`src/rtl/keccak_state_serializer_if.sv`:
```
// keccak_state_serializer_if: state-in / chunk-out handshake bundle.
// The serializer connects through the slave modport; its driver uses master.
interface keccak_state_serializer_if #(
  parameter int W = 64,
  parameter int CHUNK = 200
);
  localparam int NCHUNK = 25 * W / CHUNK;
  localparam int IXW = NCHUNK > 1 ? $clog2(NCHUNK) : 1;
  logic pushin;
  logic [4:0][4:0][W-1:0] din;
  logic ready;
  logic stopin;
  logic pushout;
  logic [IXW-1:0] doutix;
  logic [CHUNK-1:0] dout;
  logic lastout;
  logic overrun;
  modport master (output pushin, din, stopin, input ready, pushout, doutix, dout, lastout, overrun);
  modport slave (input pushin, din, stopin, output ready, pushout, doutix, dout, lastout, overrun);
endinterface

```
`src/rtl/keccak_state_serializer.sv`:
```
// keccak_state_serializer: flattens a 5x5 lane state into FIPS-202 string order and emits CHUNK-bit pieces.
// Define SER_DBUF_EN to add a second state buffer so the next state can be accepted mid-stream.
module keccak_state_serializer #(
  parameter int W = 64,
  parameter int CHUNK = 200
) (
  input logic clk,
  input logic reset,
  keccak_state_serializer_if.slave bus
);
  localparam int SW = 25 * W;
  localparam int NCHUNK = SW / CHUNK;
  localparam int IXW = NCHUNK > 1 ? $clog2(NCHUNK) : 1;
  localparam logic [IXW-1:0] LAST = IXW'(NCHUNK - 1);
  if (SW % CHUNK != 0) begin : g_bad_chunk
    $error("CHUNK must divide the state width 25*W");
  end
  typedef enum logic {IDLE, SEND} state_t;
  state_t state, state_n;
  logic [IXW-1:0] cnt, cnt_n;
  logic [SW-1:0] flat, act, act_n;
  logic xfer, done, accept;
`ifdef SER_DBUF_EN
  logic [SW-1:0] hold, hold_n;
  logic full, full_n;
`endif
  // lane (x,y) lands at string offset W*(5y+x)
  always_comb begin
    flat = '0;
    for (int x = 0; x < 5; x++)
      for (int y = 0; y < 5; y++)
        flat[W*(5*y+x) +: W] = bus.din[x][y];
  end
  assign xfer = bus.pushout && !bus.stopin;
  assign done = xfer && cnt == LAST;
`ifdef SER_DBUF_EN
  assign bus.ready = !full || done;
`else
  assign bus.ready = state == IDLE || done;
`endif
  assign accept = bus.pushin && bus.ready;
  assign bus.pushout = state == SEND;
  assign bus.doutix = cnt;
  always_comb begin
    state_n = state;
    cnt_n = cnt;
    act_n = act;
`ifdef SER_DBUF_EN
    hold_n = hold;
    full_n = full;
`endif
    if (state == IDLE) begin
      if (accept) begin
        state_n = SEND;
        cnt_n = '0;
        act_n = flat;
      end
    end else if (done) begin
      cnt_n = '0;
`ifdef SER_DBUF_EN
      if (full) begin
        act_n = hold;
        full_n = accept;
        hold_n = accept ? flat : hold;
      end else if (accept) act_n = flat;
      else state_n = IDLE;
`else
      if (accept) act_n = flat;
      else state_n = IDLE;
`endif
    end else begin
      cnt_n = xfer ? cnt + IXW'(1) : cnt;
`ifdef SER_DBUF_EN
      if (accept) begin
        hold_n = flat;
        full_n = 1'b1;
      end
`endif
    end
  end
  always_ff @(posedge clk or negedge reset)
    if (!reset) begin
      state <= IDLE;
      cnt <= '0;
      act <= '0;
      bus.dout <= '0;
      bus.lastout <= 1'b0;
      bus.overrun <= 1'b0;
`ifdef SER_DBUF_EN
      hold <= '0;
      full <= 1'b0;
`endif
    end else begin
      state <= state_n;
      cnt <= cnt_n;
      act <= act_n;
      bus.dout <= act_n[CHUNK*int'(cnt_n) +: CHUNK];
      bus.lastout <= state_n == SEND && cnt_n == LAST;
      bus.overrun <= bus.overrun || (bus.pushin && !bus.ready);
`ifdef SER_DBUF_EN
      hold <= hold_n;
      full <= full_n;
`endif
    end
endmodule

```
`src/flat_wrapper.sv`:
```
// flat-port wrapper written by rule: the top's interface ports become plain ports
module keccak_state_serializer_flat 
#(
  parameter int W = 64,
  parameter int CHUNK = 200
)
  (clk, reset, bus_pushin, bus_din, bus_stopin, bus_ready, bus_pushout, bus_doutix, bus_dout, bus_lastout, bus_overrun);
  keccak_state_serializer_if #(.W(W), .CHUNK(CHUNK)) bus_i ();
  input logic clk;
  input logic reset;
  input wire logic [$bits(bus_i.pushin)-1:0] bus_pushin;
  input wire logic [$bits(bus_i.din)-1:0] bus_din;
  input wire logic [$bits(bus_i.stopin)-1:0] bus_stopin;
  output wire logic [$bits(bus_i.ready)-1:0] bus_ready;
  output wire logic [$bits(bus_i.pushout)-1:0] bus_pushout;
  output wire logic [$bits(bus_i.doutix)-1:0] bus_doutix;
  output wire logic [$bits(bus_i.dout)-1:0] bus_dout;
  output wire logic [$bits(bus_i.lastout)-1:0] bus_lastout;
  output wire logic [$bits(bus_i.overrun)-1:0] bus_overrun;
  assign bus_i.pushin = bus_pushin;
  assign bus_i.din = bus_din;
  assign bus_i.stopin = bus_stopin;
  assign bus_ready = bus_i.ready;
  assign bus_pushout = bus_i.pushout;
  assign bus_doutix = bus_i.doutix;
  assign bus_dout = bus_i.dout;
  assign bus_lastout = bus_i.lastout;
  assign bus_overrun = bus_i.overrun;
  keccak_state_serializer #(.W(W), .CHUNK(CHUNK)) u_core (.clk(clk), .reset(reset), .bus(bus_i));
endmodule
```
`config.mk`:
```
export PLATFORM = sky130hd
export DESIGN_NAME = keccak_state_serializer_flat
export DESIGN_NICKNAME = d
export VERILOG_FILES = /design/src/rtl/keccak_state_serializer_if.sv /design/src/rtl/keccak_state_serializer.sv /design/src/flat_wrapper.sv
export SDC_FILE = /design/constraint.sdc
export NUM_CORES = 2
export LEC_CHECK = 0
export CAP_MARGIN = 20
export CORE_AREA = 2 2 716 718
export DETAILED_ROUTE_END_ITERATION = 8
export DIE_AREA = 0 0 718 720
export GPL_TIMING_DRIVEN = 0
export PLACE_DENSITY = 0.44
export SLEW_MARGIN = 40
export SYNTH_ARGS = -nofsm -noshare
export SYNTH_HDL_FRONTEND = slang
export SYNTH_SLANG_ARGS = --single-unit
```
`constraint.sdc`:
```
create_clock -name clk -period 5.3 [get_ports clk]
set_input_delay 0.53 -clock clk [delete_from_list [all_inputs] [get_ports clk]]
set_output_delay 0.53 -clock clk [all_outputs]
set_load 0.005 [all_outputs]
```
==> flow_summary.yaml <==
run_status:
  status: "finished, final reports clean"
floorplanning:
  die_x_microns: 718
  start_util: 0.162
  die_h_microns: 720
  rows: 262
  die_area_sq_um: 517000
  core_area_sq_um: 508000
  io_pins: 1811
routing:
  drc: 0
  dr.pass1.iters: 6
  drt-initial-drc-count: 10683
  wl_per_cell_microns: 40.9
  vias: 89881
  viasPerCell: 4.59
  drtAntennaViolNets: 0
  routed_wl_mm: 800
clock_network:
  insertion_delay_ps: 1010
  cts_setup_buffers: 0
  root_buffer: "clkbuf_16"
  cts_tree: "done"
  h-tree-depth: 4
  clk_pin_slew_ps: 70
  cts_buffers: 240
  clkSinkCount: 1806
  cts_buffer_depth: 4
timing:
  setup_ws_ps: 172
  finalCriticalPeriod_ps: 5130
  timing.final.crit_share: 0.968
  hold_viol: 0
  fin_worst_skew_ps: 105
  tns_ps: 0
  slew_viol_final: 0
  worst_hold_slack_ps: 83.2
  worst_pin_slew_ps: 949
  slew_headroom: 0.367
  max_freq_mhz: 195
  rsz0062_at_grt: "no"
  setup_violations: 0
synth:
  ys_seq_area_frac: 0.548
  yosys_most_used_dff: "dfrtp_1"
  synth_commonest_cells: "5278 x nand2_1, 1806 x dfrtp_1, 482 x o211ai_1"
  synth_top_area_frac: 0.548
  syn_area_per_cell_sq_um: 8.31
  syn_nets: 11529
  synth-edff-count: 0
  ys_ff_latch: 1806
  yosysMostFrequentCell: "nand2_1"
  synth_area_leaders: "dfrtp_1 55%, nand2_1 24%, o211ai_1 4.4%, buf_2 2.5%, mux2i_1 2.0%"
  ys.warnings.count: 0
  yosys.cell_types.count: 46
  syn_area_sq_um: 82500
  async_reset_ff_frac: 1.00
  syn-instance-count: 9923
  yosys.area.top_type: "dfrtp_1"
setup_path:
  crit_arrival_ps: 5920
  path_common_cell: "buf_2"
  cpMaxStageDelayCell: "buf_2"
  cp_max_fo: 11
  path_class: "register to register"
  crit_required_ps: 6090
  path_cells: "ha_1, ha_1, buf_2, nor2b_1, o21ai_1, buf_2, buf_2, buf_2, nand2_1, o2111ai_1, o311a_1"
  start_kind: "register"
  reg2reg_slack_ps: 170
  cp-end-kind: "register"
  slowest_delay_ps: 730
cells_and_area:
  area_growth_pct: 50.2
  layout.nets: 13985
  nFillCells: 55887
  drive_gt1_frac: 0.0850
  design_area_sq_um: 124000
global_routing:
  grt_antenna_before_repair: 538
  grt_use_total: 0.298
  grt_pass1_vias: 85920
  gr-total-overflow: 0
  grt_pass1_wl_mm: 988
  grt_max_degree: 100
power:
  power.density_nw_per_um2: 656
  power.leakage_uw: 0.0563
  vdd_drop_max_mv: 0.329
  p_total_uw: 81300
placement:
  place_congestion: 0.943
  dpl_cell_area_sq_um: 112000
  dp_hpwl_mm: 645
  post-place-ws_ps: 95.3
  io_buffers: 1809
flow_run:
  max-cap-violations: 0
worst_hold_path:
  hp-class: "primary input to register"
[critical path: cells and delay by family (launching register included)]
| kind | cells | cell delay [ps] |
|---|---|---|
| compound gates | 3 | 1580 |
| fa+ha+maj | 2 | 460 |
| buf+inv | 4 | 1930 |
| flops | 1 | 540 |
| simple gates | 2 | 320 |
[where the power goes]
part / internal (uW) / switching [uW]
sequential: 21000 / 4210
clock: 10300 / 7710
combinational: 11500 / 26600
total: 42800 / 38500
[logic make-up after synthesis]
family / share of synthesized area
multiplexers: 0.0198
AND/OR/NAND/NOR: 0.281
buffers and inverters: 0.0411
flip-flops: 0.548
adder cells (fa/ha/maj): 0.000303
AO/OA/AOI/OAI: 0.110
[routing by layer]
metal | wire length (microns) | vias to the layer above | GRT usage
met4 | 47500 | 178 | 0.162
met1 | 311000 | 45135 | 0.357
li1 | - | 37907 | -
met2 | 364000 | 5269 | 0.473
met3 | 75800 | 1392 | 0.0970
met5 | 1160 | - | 0
[sequential cells by signal, summed over array words and instances (netlist names)]
| name | flops |
|---|---|
| u_core.act | 1600 |
| u_core.bus.dout | 200 |
| u_core.bus.doutix | 3 |
| u_core.bus.pushout | 1 |
| u_core.bus.overrun | 1 |
| u_core.bus.lastout | 1 |
[final cells by class]
type                            instances  area (sq um)  area share
Clock buffer                          329          6780      0.0547
Multi-Input combinational cell       7371         33900       0.274
Clock inverter                        110          1570      0.0126
Timing Repair Buffer                 2214         23500       0.190
Antenna cell                          257           643     0.00519
Inverter                                5          23.8    0.000192
Sequential cell                      1806         45200       0.365
Tap cell                             6732          8420      0.0680
Buffer                                741          3810      0.0308
[placed cells by master, fill, tap and decap left out, drive strengths merged, types with 2 or more instances in the layout]
cell	Yosys	final
ha	2	2
a221oi	160	160
and4	160	160
or3	2	2
a311oi	4	4
o211ai	482	482
buf	463	570
mux2i	163	163
or3b	4	4
nand3	242	242
o21ai	325	325
a22o	2	2
o2111ai	76	76
a21boi	5	5
nand2	5278	5278
dlygate4sd3	0	301
nor2b	2	2
o211a	2	2
nor2	168	168
clkinv	1	67
o311a	38	38
inv	4	12
bufinv	0	26
clkbuf	278	609
a21oi	241	241
clkdlybuf4s50	0	1804
clkinvlp	0	10
dfrtp	1806	1806
nand2b	4	4
diode	0	257
[through the flow]
stage / instances / utilization
finish: 19565 / 0.244
global route: 19441 / 0.243
CTS: 19307 / 0.242
detailed placement: 18567 / 0.220
global placement: 18464 / 0.214
floorplan: 9923 / -
[path summary, 6_finish.rpt]
kind	startpoint	end	depth (start not counted)
max	u_core.bus.doutix[0]	u_core.bus.dout[83]	11
min	bus_din[1181]	u_core.act[1181]	3
max reg2reg	u_core.bus.doutix[0]	u_core.bus.dout[83]	11
min reg2reg	u_core.act[141]	u_core.act[141]	2
max in group asynchronous	reset	u_core.act[1330]	8
min in group asynchronous	reset	u_core.act[1455]	2
[repair_timing]
| item | in CTS | in global routing |
|---|---|---|
| gates resized for setup | 0 | 0 |
| hold buffers | 301 | 0 |
| endpoints found under the hold margin | 486 | 0 |
Power figures use the tool's default switching activity.
